## src/rtl/countdown_timer.sv

```systemverilog
// ============================================================================
// Module   : countdown_timer
// Brief    : Loadable down-counter with pause/resume, terminal flag and
//            optional auto-reload for periodic strobes.
// Revision : 1.0  initial release
// ============================================================================
`default_nettype none

module countdown_timer #(
    parameter int Maximum_Value   = 9,
    parameter int NBitsForCounter = $clog2(Maximum_Value + 1)
) (
    input  logic                       clk,
    input  logic                       rst,
    input  logic                       enb,
    input  logic                       start,
    input  logic                       stop,
    input  logic                       auto_reload,
    input  logic [NBitsForCounter-1:0] load_value,
    output logic [NBitsForCounter-1:0] Counting,
    output logic                       busy,
    output logic                       Flag,
    output logic                       load_err
);

    localparam logic [NBitsForCounter-1:0] C_MAX = NBitsForCounter'(Maximum_Value);
    localparam logic [NBitsForCounter-1:0] C_ONE = NBitsForCounter'(1);
    localparam logic [NBitsForCounter-1:0] C_ZERO = '0;

    typedef enum logic [1:0] {
        S_IDLE  = 2'd0,
        S_RUN   = 2'd1,
        S_PAUSE = 2'd2
    } state_t;

    state_t                     r_state;
    logic [NBitsForCounter-1:0] r_reload;
    logic                       w_over;
    logic [NBitsForCounter-1:0] w_load_sat;

    assign w_over     = (load_value > C_MAX);
    assign w_load_sat = w_over ? C_MAX : load_value;

    always_ff @(posedge clk or posedge rst) begin
        if (rst) begin
            r_state  <= S_IDLE;
            r_reload <= C_ZERO;
            Counting <= C_ZERO;
            busy     <= 1'b0;
            Flag     <= 1'b0;
            load_err <= 1'b0;
        end else begin
            Flag     <= 1'b0;
            load_err <= 1'b0;
            case (r_state)
                S_IDLE: begin
                    if (start && !stop) begin
                        load_err <= w_over;
                        r_reload <= w_load_sat;
                        Counting <= w_load_sat;
                        if (w_load_sat == C_ZERO) begin
                            Flag <= 1'b1;
                        end else begin
                            r_state <= S_RUN;
                            busy    <= 1'b1;
                        end
                    end
                end
                S_RUN: begin
                    // stop outranks a coinciding terminal tick
                    if (stop) begin
                        r_state <= S_PAUSE;
                    end else if (enb) begin
                        if (Counting <= C_ONE) begin
                            Flag <= 1'b1;
                            if (auto_reload) begin
                                Counting <= r_reload;
                            end else begin
                                Counting <= C_ZERO;
                                r_state  <= S_IDLE;
                                busy     <= 1'b0;
                            end
                        end else begin
                            Counting <= Counting - C_ONE;
                        end
                    end
                end
                S_PAUSE: begin
                    if (stop) begin
                        Counting <= C_ZERO;
                        r_state  <= S_IDLE;
                        busy     <= 1'b0;
                    end else if (start) begin
                        r_state <= S_RUN;
                    end
                end
                default: begin
                    r_state  <= S_IDLE;
                    Counting <= C_ZERO;
                    busy     <= 1'b0;
                end
            endcase
        end
    end

endmodule

`default_nettype wire
```

## config.mk

```make
export PLATFORM = sky130hd
export DESIGN_NAME = countdown_timer
export DESIGN_NICKNAME = d
export VERILOG_FILES = /design/src/rtl/countdown_timer.sv
export SDC_FILE = /design/constraint.sdc
export NUM_CORES = 1
export LEC_CHECK = 0
export BUFFER_PORTS_ARGS = -buffer_cell sky130_fd_sc_hd__buf_2
export CAP_MARGIN = 15
export CORE_AREA = 5 5 47 49
export DETAILED_ROUTE_END_ITERATION = 16
export DIE_AREA = 0 0 52 54
export PLACE_DENSITY = 0.82
export SLEW_MARGIN = 20
export SYNTH_ARGS = -nofsm -noshare
export SYNTH_HDL_FRONTEND = slang
export SYNTH_SLANG_ARGS = --single-unit
```

## constraint.sdc

```tcl
create_clock -name clk -period 2 [get_ports clk]
set_input_delay 0.2 -clock clk [delete_from_list [all_inputs] [get_ports clk]]
set_output_delay 0.2 -clock clk [all_outputs]
set_load 0.05 [all_outputs]
```

After elaboration in Yosys (flattened, before gate mapping)
Cells that the tools add are included.
{"block": "classes", "n_eq_ne": 13, "muxes": 33, "add_sub_neg": 1, "reduce_logical": 8, "order_cmp": 2}
{"operator": "two-way mux 4 bit", "count": 7}
{"operator": "two-way mux 2 bit", "count": 8}
{"operator": "two-way mux 1 bit", "count": 14}
{"operator": "!= test 2 bit, second input constant", "count": 7}
{"operator": "!= test 3 bit, second input constant", "count": 4}
{"operator": "one-hot mux 4 bit (3 select lines)", "count": 1}
{"operator": "AND reduction 7 bit", "count": 1}
{"operator": "one-hot mux 2 bit (3 select lines)", "count": 1}
{"operator": "AND reduction 6 bit", "count": 1}
{"operator": "greater-than comparator 4 bit, second input constant", "count": 1}
{"operator": "less-or-equal comparator 4 x 1 -> 1 bit, second input constant", "count": 1}
{"operator": "logical NOT 4 bit", "count": 1}
{"operator": "AND reduction 4 bit", "count": 1}
{"operator": "subtractor 4 x 1 -> 4 bit, second input constant", "count": 1}
{"operator": "one-hot mux 1 bit (3 select lines)", "count": 1}
{"operator": "== test 2 x 1 -> 1 bit, second input constant", "count": 1}
{"operator": "== test 2 bit, second input constant", "count": 1}
{"operator": "logical NOT 2 bit", "count": 1}
{"operator": "one-hot mux 1 bit (2 select lines)", "count": 1}
{"operator": "AND reduction 2 bit", "count": 1}
{"operator": "logical AND 1 bit", "count": 1}
{"operator": "logical NOT 1 bit", "count": 1}
{"block": "word_totals", "out_inout_bits": 7, "input_bits": 10, "register_bits": 13}

Logic depth before layout (Yosys ltp)
Gate-level depths: netlist (run 1).
{"block": "logic_depth", "word_depth": 6, "ltp_mapped": 6, "ltp_nobuf": 6}

Worst setup path before layout (run 1)
OpenSTA, ideal clock, no wires.
{"block": "synth_path", "path_kind": "register to register", "startpoint": "register Counting[0]", "endpoint": "register Counting[2]", "arrival_ps": 1843, "required_time_ps": 1934, "slack_ps": 90, "period_less_slack_ps": 1910, "path_buffers": 0, "stages_incl_launch_ff": 7, "path_cell_list": "dfrtp_1 > inv_1 > ha_1 > or2_2 > a31oi_1 > a21boi_0 > o22a_1"}
{"block": "synth_via", "elab_chain_len": 5, "elab_cells_between_ends": 6}
{"item": "start, declared", "line": "20", "rtl": "output logic [NBitsForCounter-1:0] Counting,"}
{"item": "start signal, assigned", "line": "60", "rtl": "Counting <= w_load_sat;"}
{"item": "start signal, assigned", "line": "77", "rtl": "Counting <= r_reload;"}
{"item": "start signal, assigned", "line": "84", "rtl": "Counting <= Counting - C_ONE;"}
{"item": "subtractor 4 x 1 -> 4 bit / less-or-equal comparator 4 x 1 -> 1 bit (equally long branches)", "line": "84, 74"}
{"item": "two-way mux 4 bit *", "line": "74", "rtl": "if (Counting <= C_ONE) begin"}
{"item": "two-way mux 4 bit *", "line": "73", "rtl": "end else if (enb) begin"}
{"item": "two-way mux 4 bit *", "line": "71", "rtl": "if (stop) begin"}
{"item": "one-hot mux 4 bit (3 select lines) *", "line": "55", "rtl": "case (r_state)"}
Mark *: on every way between the ends. The rest lies on a longest branch, timed or not. The select of a mux whose other input is x is not followed.
A chain may end at the register's enable or synchronous reset.

Final worst setup path (run 1)
Same ends and word-level chain as after synthesis.

==> results of run 1 <==
## metrics by stage
step	utilization (%)	std cells
CTS	50.8	141
global placement	48.8	136
global route	50.8	141
detailed placement	48.8	136
floorplan	-	96
finish	50.8	141
## synth_stat cells
master	n
sky130_fd_sc_hd__dfrtp_1	13
sky130_fd_sc_hd__nand2_1	12
sky130_fd_sc_hd__nor2_1	12
sky130_fd_sc_hd__o21ai_0	12
sky130_fd_sc_hd__inv_1	9
sky130_fd_sc_hd__a31oi_1	4
sky130_fd_sc_hd__o211ai_1	4
sky130_fd_sc_hd__a21oi_1	3
sky130_fd_sc_hd__nor3_1	3
sky130_fd_sc_hd__buf_6	2
sky130_fd_sc_hd__ha_1	2
sky130_fd_sc_hd__nand2b_1	2
sky130_fd_sc_hd__nand3_1	2
sky130_fd_sc_hd__o22a_1	2
sky130_fd_sc_hd__or2_2	2
sky130_fd_sc_hd__a211o_1	1
sky130_fd_sc_hd__a21boi_0	1
sky130_fd_sc_hd__a21o_1	1
sky130_fd_sc_hd__a32oi_1	1
sky130_fd_sc_hd__and2b_1	1
sky130_fd_sc_hd__buf_4	1
sky130_fd_sc_hd__nand3_4	1
sky130_fd_sc_hd__nand3b_1	1
sky130_fd_sc_hd__nor2b_1	1
sky130_fd_sc_hd__nor4b_1	1
sky130_fd_sc_hd__o221ai_1	1
sky130_fd_sc_hd__or4b_4	1
## layer usage
layer  up-vias  routed length, um  global-route usage (%)  part of all wire, %
met5         -                  0                       0                    0
met4         0                 27                    6.55                  1.5
met3         5                 83                    3.32                  4.7
met2        18                854                    26.8                   48
met1       357                811                    18.0                   46
li1        373                  -                       -                    -
## worst paths after layout
check,end,cells after the start,start
max in group asynchronous,r_reload[1],3,rst
worst min register to register,r_reload[1],2,r_reload[1]
worst min-delay path,r_state[0],2,stop
worst max register to register,Counting[2],6,Counting[0]
worst max-delay path,Counting[2],6,Counting[0]
min in group asynchronous,r_state[1],3,rst
## cell type report
| class | count | area [um2] |
|---|---|---|
| Sequential cell | 13 | 325 |
| Timing Repair Buffer | 17 | 90.1 |
| Clock buffer | 4 | 26.3 |
| Fill cell | 191 | 897 |
| Multi-Input combinational cell | 71 | 415 |
| Tap cell | 27 | 33.8 |
| Inverter | 9 | 33.8 |
## state kept, by name (all words and copies together) (netlist names)
signal / flops
r_state: 2
load_err: 1
Flag: 1
busy: 1
Counting: 4
r_reload: 4
## power by group
part           internal, mW  switching, mW  total [mW]
sequential            0.315         0.0705       0.386
combinational         0.143          0.287       0.430
clock                0.0774         0.0833       0.161
## repair_timing
action / in CTS / in global routing
gates resized for setup: 0 / 0
hold buffers: 1 / 0
hold endpoints to repair: 13 / 0
## kinds of logic after synthesis
family / count (synthesis)
flip-flops: 13
AND/OR/NAND/NOR: 39
AO/OA/AOI/OAI: 30
adder cells (fa/ha/maj): 2
buffers and inverters: 12
==> implementation parameters, run 1 <==
Parameter                              Value

Run status
  Run status    completed

Finish
  Number of antenna cells inserted    0
  Final design area excluding fillers    925 um2
  Commonest cells after routing, fill and taps aside    16 x sky130_fd_sc_hd__buf_2, 13 x sky130_fd_sc_hd__dfrtp_1, 12 x sky130_fd_sc_hd__nand2_1, 12 x sky130_fd_sc_hd__o21ai_0, 12 x sky130_fd_sc_hd__nor2_1
  Ratio of cells with drive above 1 in the final layout    20.2%
  Area growth from synthesis to final layout    14.9%
  Final nets    127
  Most common library cell in the layout ignoring fill and taps    sky130_fd_sc_hd__buf_2

Setup path
  Kind of cell adding the most delay to the critical path    compound AO/OA/AOI/OAI gates
  Worst setup slack for register-to-register paths    250 ps
  Critical Setup Path Class    register to register
  Sequence of cells on the critical path    inv_1, ha_1, or2_2, a31oi_1, a21boi_0, o22a_1
  Cell with the biggest individual delay on the critical path    sky130_fd_sc_hd__dfrtp_1
  Slowest Stage Delay on Critical Path    440 ps
  CP startpoint kind    register
  Number of buffer and inverter stages on the critical path    1
  CP endpoint kind    register
  Maximum net fanout on the critical path    7
  Required time at the worst-slack endpoint    2220 ps
  Arrival time reported for the critical path endpoint    1970 ps

Place
  Number of input and output port buffers inserted    16
  Routability congestion estimate    0.848
  Setup WS pre-CTS    274 ps
  Instance area at placement    888 um2
  HPWL after detailed placement    1.38 mm

STA
  Final worst-path setup slack    248 ps
  Portion of the clock cycle consumed by the worst path in the final layout    87.6%
  Final setup viols    0
  Transition time at the pin with the least slew margin    501 ps
  Final Hold Slack    140 ps
  Worst rel slew slack    66.5%
  Tmin final    1750 ps
  Final sum of negative setup slack    0 ps
  Max-slew violations    0
  Setup repair after global routing missed its margin    no
  Final count of hold timing violations    0
  Max Freq    0.571 GHz
  Skew final    1.85 ps

Die
  Initial cell density of the core    44.2%
  Core outline area    1820 um2
  DIE WIDTH    52 um
  Number of core rows    16
  Die area    2810 um2
  Die outline height    54 um
  Number of I/O pins    17

Pwr
  Worst voltage drop across the vdd grid    0.000487 V
  Static Leakage    0.448 nW
  Post-layout total power    0.977 mW
  Total power per unit cell area    1060 nW/um2

Logic synthesis
  Average footprint of a synthesized cell    8.38 um2
  Netlist Area Pre-Place    805 um2
  Synth cell types    27
  Yosys warnings    0
  Flip-flop and latch count after synthesis    13
  Dominant cells by area after synthesis    sky130_fd_sc_hd__dfrtp_1 40%, sky130_fd_sc_hd__o21ai_0 7.5%, sky130_fd_sc_hd__nand2_1 5.6%
  Adder and majority cell fraction of the synthesized area    3.11%
  Syn nets    108
  Fraction of the mapped netlist area in compound gates    23.5%
  Area share of and/or/nand/nor cells after synthesis    25.0%
  Parity-gate share of the synthesized area counting xor and xnor cells    0%
  Synthesized instance count    96
  Sequential-to-total area share from yosys stat    40.4%
  Library cell with the largest summed area after synthesis    sky130_fd_sc_hd__dfrtp_1
  Mux contribution to synthesized area    0%
  Largest family of logic cells by synthesized area    simple AND/OR/NAND/NOR gates
  Fraction of synthesized cell area taken by the top area cell type    40.4%

Clock tree
  CTS tree    yes
  Clock-pin slew on the worst setup and hold paths    80 ps
  Number of post-CTS setup repair buffers    0
  Max H-tree Level    1
  Largest buffer count on any clock path    2
  Num CTS Buffers    3
  Root Buffer Master    sky130_fd_sc_hd__clkbuf_4
  Worst-skew pair later-pin latency    270 ps
  Sinks on Clock Net    13

Route
  Via-per-instance ratio    5.34
  Detailed Route Iter0 Violations    18
  Number of antenna-violating nets in the routed design    0
  Final wirelength    1.78 mm
  Total number of vias    753
  Total iterations of the first detailed-routing run    6
  Mean routed wirelength per cell    12.6 um
  DRC viols    0

GRT
  Overflow after GRT    0
  Largest net degree at the start of global routing    14
  Initial antenna violation count    0
  Number of global-route vias before repair    739
  Wire length of the first global-routing pass    3.17 mm
  Combined global-route utilization of all metal layers    15.3%

Worst hold path
  Min-delay worst type    primary input to register

Job
  Maximum capacitance violations    0
Power figures use the tool's default switching activity.
==> run 2: changes to the inputs <==
==> constraint.sdc (replaced) <==
create_clock -name clk -period 2 [get_ports clk]
set_input_delay 0.3 -clock clk [delete_from_list [all_inputs] [get_ports clk]]
set_output_delay 0.3 -clock clk [all_outputs]
set_load 0.05 [all_outputs]
==> implementation parameters, run 2 (synthesized netlist as in run 1, its figures left out) <==
Parameter                              Value

Run status
  Run status    completed (unchanged)

Route
  Detailed Route Iter0 Violations    18 (unchanged)
  Number of antenna-violating nets in the routed design    0 (unchanged)
  Total iterations of the first detailed-routing run    6 (unchanged)
  Via-per-instance ratio    5.33 (was 5.34)
  Total number of vias    746 (was 753)
  Final wirelength    1.77 mm (was 1.78 mm)
  DRC viols    0 (unchanged)
  Mean routed wirelength per cell    12.6 um (about the same)

Setup path
  Sequence of cells on the critical path    inv_1, ha_1, or2_2, a31oi_1, a21boi_0, o22a_1 (unchanged)
  Slowest Stage Delay on Critical Path    440 ps (about the same)
  Cell with the biggest individual delay on the critical path    sky130_fd_sc_hd__dfrtp_1 (unchanged)
  Reg-to-reg critical path startpoint    Counting[0] (unchanged)
  Kind of cell adding the most delay to the critical path    compound AO/OA/AOI/OAI gates (unchanged)
  CP endpoint kind    register (unchanged)
  CP startpoint kind    register (unchanged)
  Arrival time reported for the critical path endpoint    1970 ps (about the same)
  Critical Setup Path Class    register to register (unchanged)
  Number of buffer and inverter stages on the critical path    1 (unchanged)
  Worst setup path startpoint    Counting[0] (unchanged)
  Maximum net fanout on the critical path    7 (unchanged)
  Required time at the worst-slack endpoint    2220 ps (about the same)

Clock tree
  Num CTS Buffers    3 (unchanged)
  Max H-tree Level    1 (unchanged)
  Root Buffer Master    sky130_fd_sc_hd__clkbuf_4 (unchanged)
  Clock-pin slew on the worst setup and hold paths    80 ps (about the same)
  Number of post-CTS setup repair buffers    0 (unchanged)
  Largest buffer count on any clock path    2 (unchanged)
  Worst-skew pair later-pin latency    270 ps (about the same)
  Sinks on Clock Net    13 (unchanged)
  CTS tree    yes (unchanged)
  Post-CTS Hold Fix Bufs    0 (was 1)
  Number of gates resized after CTS    0 (unchanged)

STA
  Skew final    2.09 ps (was 1.85 ps)
  Portion of the clock cycle consumed by the worst path in the final layout    87.6% (about the same)
  Setup repair after global routing missed its margin    no (unchanged)
  Final Hold Slack    35.6 ps (was 140 ps)
  Max Freq    0.571 GHz (about the same)
  Max-slew violations    0 (unchanged)
  Transition time at the pin with the least slew margin    498 ps (was 501 ps)
  Final setup viols    0 (unchanged)
  Worst rel slew slack    66.8% (was 66.5%)
  Final count of hold timing violations    0 (unchanged)
  Tmin final    1750 ps (about the same)
  Final sum of negative setup slack    0 ps (unchanged)

Finish
  Largest registers ranked by flip-flop count    Counting: 4 flops, r_reload: 4 flops, r_state: 2 flops (unchanged)
  Commonest cells after routing, fill and taps aside    16 x sky130_fd_sc_hd__buf_2, 13 x sky130_fd_sc_hd__dfrtp_1, 12 x sky130_fd_sc_hd__nand2_1, 12 x sky130_fd_sc_hd__o21ai_0, 12 x sky130_fd_sc_hd__nor2_1 (unchanged)
  Number of antenna cells inserted    0 (unchanged)
  Fraction of the core area covered by cells at the end of the flow    50.2% (was 50.8%)
  Non-Filler Instances    140 (was 141)
  Area growth from synthesis to final layout    13.7% (was 14.9%)
  Final nets    126 (was 127)
  Ratio of cells with drive above 1 in the final layout    20.4% (was 20.2%)
  Most common library cell in the layout ignoring fill and taps    sky130_fd_sc_hd__buf_2 (unchanged)

Die
  DIE WIDTH    52 um (unchanged)
  Number of core rows    16 (unchanged)
  Initial cell density of the core    44.2% (unchanged)
  Die outline height    54 um (unchanged)
  Core outline area    1820 um2 (unchanged)
  Die area    2810 um2 (unchanged)
  Number of I/O pins    17 (unchanged)

Place
  Number of input and output port buffers inserted    16 (unchanged)
  HPWL after detailed placement    1.38 mm (unchanged)
  Instance count after placement with tap cells included    136 (unchanged)
  Routability congestion estimate    0.848 (unchanged)

GRT
  Number of global-route vias before repair    729 (was 739)
  Overflow after GRT    0 (unchanged)
  Largest net degree at the start of global routing    14 (unchanged)
  Wire length of the first global-routing pass    3.13 mm (was 3.17 mm)
  Combined global-route utilization of all metal layers    15.1% (was 15.3%)
  Initial antenna violation count    0 (unchanged)

Pwr
  Post-layout total power    0.975 mW (was 0.977 mW)
  Static Leakage    0.443 nW (was 0.448 nW)
  Total power per unit cell area    1070 nW/um2 (was 1060 nW/um2)
  Worst voltage drop across the vdd grid    0.000486 V (was 0.000487 V)

Worst hold path
  Min-delay worst type    primary input to async pin (was primary input to register)

Job
  Maximum capacitance violations    0 (unchanged)
[run 2: cell types whose count changed in the layout (fill, tap and decap cells not counted)]
cell                            previous run  this run
sky130_fd_sc_hd__dlygate4sd3_1             1         0
[run 2: through the flow]
stage,worst slack (ps),instance area (um2)
detailed placement,274,888
CTS,250,915
global placement,364,888
global route,116,915
floorplan,90.5,805
finish,248,915
[run 2: layer usage]
metal	vias up	wire length, um	track usage, %
li1	371	-	-
met1	352	807	17.8
met2	18	847	26.4
met3	5	83	3.32
met4	0	27	6.55
met5	-	0	0
[run 2: cell type report]
class | count | area, um2
fill | 192 | 907
multi-input combinational | 71 | 415
sequential | 13 | 325
timing repair buffer | 16 | 80.1
inverter | 9 | 33.8
tap | 27 | 33.8
clock buffer | 4 | 26.3
[run 2: power by group]
group	leakage [nW]	total (mW)	switching, mW	internal (mW)
registers	0.159	0.386	0.0705	0.315
logic	0.269	0.429	0.287	0.142
clock network	0.0150	0.161	0.0832	0.0774
total	0.443	0.975	0.440	0.535
[run 2: path summary, 6_finish.rpt]
kind                               end  slack, ps  cells past startpoint
min in group clk            r_state[0]        240                      2
max in group asynchronous  r_reload[1]       1630                      2
hold / removal              r_state[1]         40                      2
hold reg to reg            r_reload[1]        500                      2
setup / recovery           Counting[2]        250                      6
setup reg to reg           Counting[2]        250                      6
==> run 3: changes to the inputs <==
- BUFFER_PORTS_ARGS: -buffer_cell sky130_fd_sc_hd__buf_2 -> unset
- DONT_BUFFER_PORTS: unset -> 1
- PLACE_DENSITY: 0.82 -> 0.73
==> implementation parameters, run 3 (synthesized netlist as in run 1, its figures left out) <==
Parameter                              Value

Die
  Number of I/O pins    17 (unchanged)
  DIE WIDTH    52 um (unchanged)
  Core outline area    1820 um2 (unchanged)
  Die area    2810 um2 (unchanged)
  Initial cell density of the core    44.2% (unchanged)
  Die outline height    54 um (unchanged)
  Number of core rows    16 (unchanged)

Clock tree
  Root Buffer Master    sky130_fd_sc_hd__clkbuf_4 (unchanged)
  Number of gates resized after CTS    0 (unchanged)
  Sinks on Clock Net    13 (unchanged)
  Clock-pin slew on the worst setup and hold paths    90 ps (was 80 ps)
  Max H-tree Level    1 (unchanged)
  CTS tree    yes (unchanged)
  Worst-skew pair later-pin latency    280 ps (was 270 ps)
  Largest buffer count on any clock path    2 (unchanged)
  Num CTS Buffers    3 (unchanged)

STA
  Portion of the clock cycle consumed by the worst path in the final layout    86.3% (was 87.6%)
  Setup repair after global routing missed its margin    no (unchanged)
  Worst rel slew slack    66.3% (was 66.8%)
  Final setup viols    0 (unchanged)
  Final sum of negative setup slack    0 ps (unchanged)
  Final Hold Slack    68.7 ps (was 35.6 ps)
  Tmin final    1730 ps (was 1750 ps)
  Max Freq    0.579 GHz (was 0.571 GHz)
  Max-slew violations    0 (unchanged)
  Final count of hold timing violations    0 (unchanged)
  Transition time at the pin with the least slew margin    505 ps (was 498 ps)
  Skew final    7.91 ps (was 2.09 ps)
  Final worst-path setup slack    274 ps (was 248 ps)

Setup path
  FF-to-FF path depth    6 (unchanged)
  Slowest Stage Delay on Critical Path    420 ps (was 440 ps)
  Sequence of cells on the critical path    inv_1, ha_1, or2_2, a31oi_1, a21boi_0, o22a_1 (unchanged)
  Critical Setup Path Class    register to register (unchanged)
  WP depth    6 (unchanged)
  Cell with the biggest individual delay on the critical path    sky130_fd_sc_hd__dfrtp_1 (unchanged)
  Kind of cell adding the most delay to the critical path    compound AO/OA/AOI/OAI gates (unchanged)
  CP startpoint kind    register (unchanged)
  Required time at the worst-slack endpoint    2230 ps (was 2220 ps)
  Arrival time reported for the critical path endpoint    1960 ps (was 1970 ps)
  Number of buffer and inverter stages on the critical path    1 (unchanged)
  Maximum net fanout on the critical path    5 (was 7)
  CP endpoint kind    register (unchanged)

GRT
  Wire length of the first global-routing pass    3.17 mm (was 3.13 mm)
  Largest net degree at the start of global routing    14 (unchanged)
  Overflow after GRT    0 (unchanged)
  Combined global-route utilization of all metal layers    15.9% (was 15.1%)
  Initial antenna violation count    0 (unchanged)
  Number of global-route vias before repair    692 (was 729)

Place
  Number of input and output port buffers inserted    0 (was 16)
  HPWL after detailed placement    1.45 mm (was 1.38 mm)
  Setup WS pre-CTS    315 ps (was 274 ps)
  Instance area at placement    838 um2 (was 888 um2)
  Routability congestion estimate    0.778 (was 0.848)
  Instance count after placement with tap cells included    124 (was 136)

Route
  Via-per-instance ratio    5.65 (was 5.33)
  Final wirelength    1.87 mm (was 1.77 mm)
  DRC viols    0 (unchanged)
  Detailed Route Iter0 Violations    11 (was 18)
  Total number of vias    729 (was 746)
  Total iterations of the first detailed-routing run    4 (was 6)
  Mean routed wirelength per cell    14.5 um (was 12.6 um)
  Number of antenna-violating nets in the routed design    0 (unchanged)

Pwr
  Clk network pwr share    17.1% (was 16.5%)
  Internal portion of total power    0.542 mW (was 0.535 mW)
  Sw Ratio    45.5% (was 45.2%)
  Post-layout total power    0.994 mW (was 0.975 mW)
  Worst voltage drop across the vdd grid    0.000494 V (was 0.000486 V)
  Power dissipated by switching net loads    0.452 mW (was 0.440 mW)
  Total power per unit cell area    1130 nW/um2 (was 1070 nW/um2)
  Combinational share of power    44.9% (was 44.0%)
  Fraction of power consumed by sequential logic    38.0% (was 39.6%)
  Static Leakage    0.406 nW (was 0.443 nW)

Finish
  Final nets    115 (was 126)
  Ratio of cells with drive above 1 in the final layout    11.8% (was 20.4%)
  Largest registers ranked by flip-flop count    Counting: 4 flops, r_reload: 4 flops, r_state: 2 flops (unchanged)
  Most common library cell in the layout ignoring fill and taps    sky130_fd_sc_hd__dfrtp_1 (was sky130_fd_sc_hd__buf_2)
  Non-Filler Instances    129 (was 140)
  Final design area excluding fillers    876 um2 (was 915 um2)
  Commonest cells after routing, fill and taps aside    13 x sky130_fd_sc_hd__dfrtp_1, 12 x sky130_fd_sc_hd__nand2_1, 12 x sky130_fd_sc_hd__o21ai_0, 12 x sky130_fd_sc_hd__nor2_1, 9 x sky130_fd_sc_hd__inv_1 (was 16 x sky130_fd_sc_hd__buf_2, 13 x sky130_fd_sc_hd__dfrtp_1, 12 x sky130_fd_sc_hd__nand2_1, 12 x sky130_fd_sc_hd__o21ai_0, 12 x sky130_fd_sc_hd__nor2_1)
  Fraction of the core area covered by cells at the end of the flow    48.1% (was 50.2%)
  Number of antenna cells inserted    0 (unchanged)
  Area growth from synthesis to final layout    8.86% (was 13.7%)

Worst hold path
  Min-delay worst type    primary input to register (was primary input to async pin)
  Hold depth    1

Run status
  Run status    completed (unchanged)

Job
  Maximum capacitance violations    0 (unchanged)
## run 3: changes by cell type in the layout (fill, tap and decap cells not counted), sizes merged
cell,before,now
buf,16,4
clkbuf,4,3
clkinv,0,1
dlygate4sd3,0,1
## run 3: cell type report
type / count / area, um2
fillers: 185 / 946
inverters: 9 / 33.8
well taps: 27 / 33.8
flip-flops and latches: 13 / 325
clock inverters: 1 / 5.00
multi-input cells: 71 / 415
repair buffers: 5 / 40.0
clock buffers: 3 / 22.5
## run 3: final timing paths
check                                 start           to  slack, ps
worst max-delay path            Counting[0]  Counting[2]        270
worst min-delay path                   stop   r_state[0]         70
worst max register to register  Counting[0]  Counting[2]        270
worst min register to register  r_reload[1]  r_reload[1]        490
max in group asynchronous               rst  Counting[1]       1180
min in group asynchronous               rst         Flag        470
## run 3: layer usage
metal  up-vias  part of all wire, %  wire (um)  global-route usage, %
met3         4                  7.9        148                   4.43
met1       344                   42        779                   19.3
met4         0                  2.4         44                   10.9
met2        32                   48        899                   24.3
met5         -                    0          0                      0
li1        349                    -          -                      -
## run 3: repair_timing
item                                    4_1_cts  5_1_grt
buffers inserted                              0        0
endpoints found under the hold margin        13        0
hold buffers                                  1        0
endpoints found under the setup margin        0        0
## run 3: worst reg2reg max path: cells and delay by family, from the launching register on
family / cells / cell delay [ps]
AOI/OAI and AO/OA: 3 / 640
DFF: 1 / 420
adders and majority gates: 1 / 230
and+or+nand+nor: 1 / 320
buffers and inverters: 1 / 70
## run 3: power groups by stage
stage | Sequential [mW] | Clock (mW) | Combinational, mW
floorplan | 0.489 | 0 | 0.230
global placement | 0.378 | 0 | 0.430
detailed placement | 0.382 | 0 | 0.443
CTS | 0.377 | 0.169 | 0.445
global route | 0.388 | 0.188 | 0.492
finish | 0.378 | 0.170 | 0.446
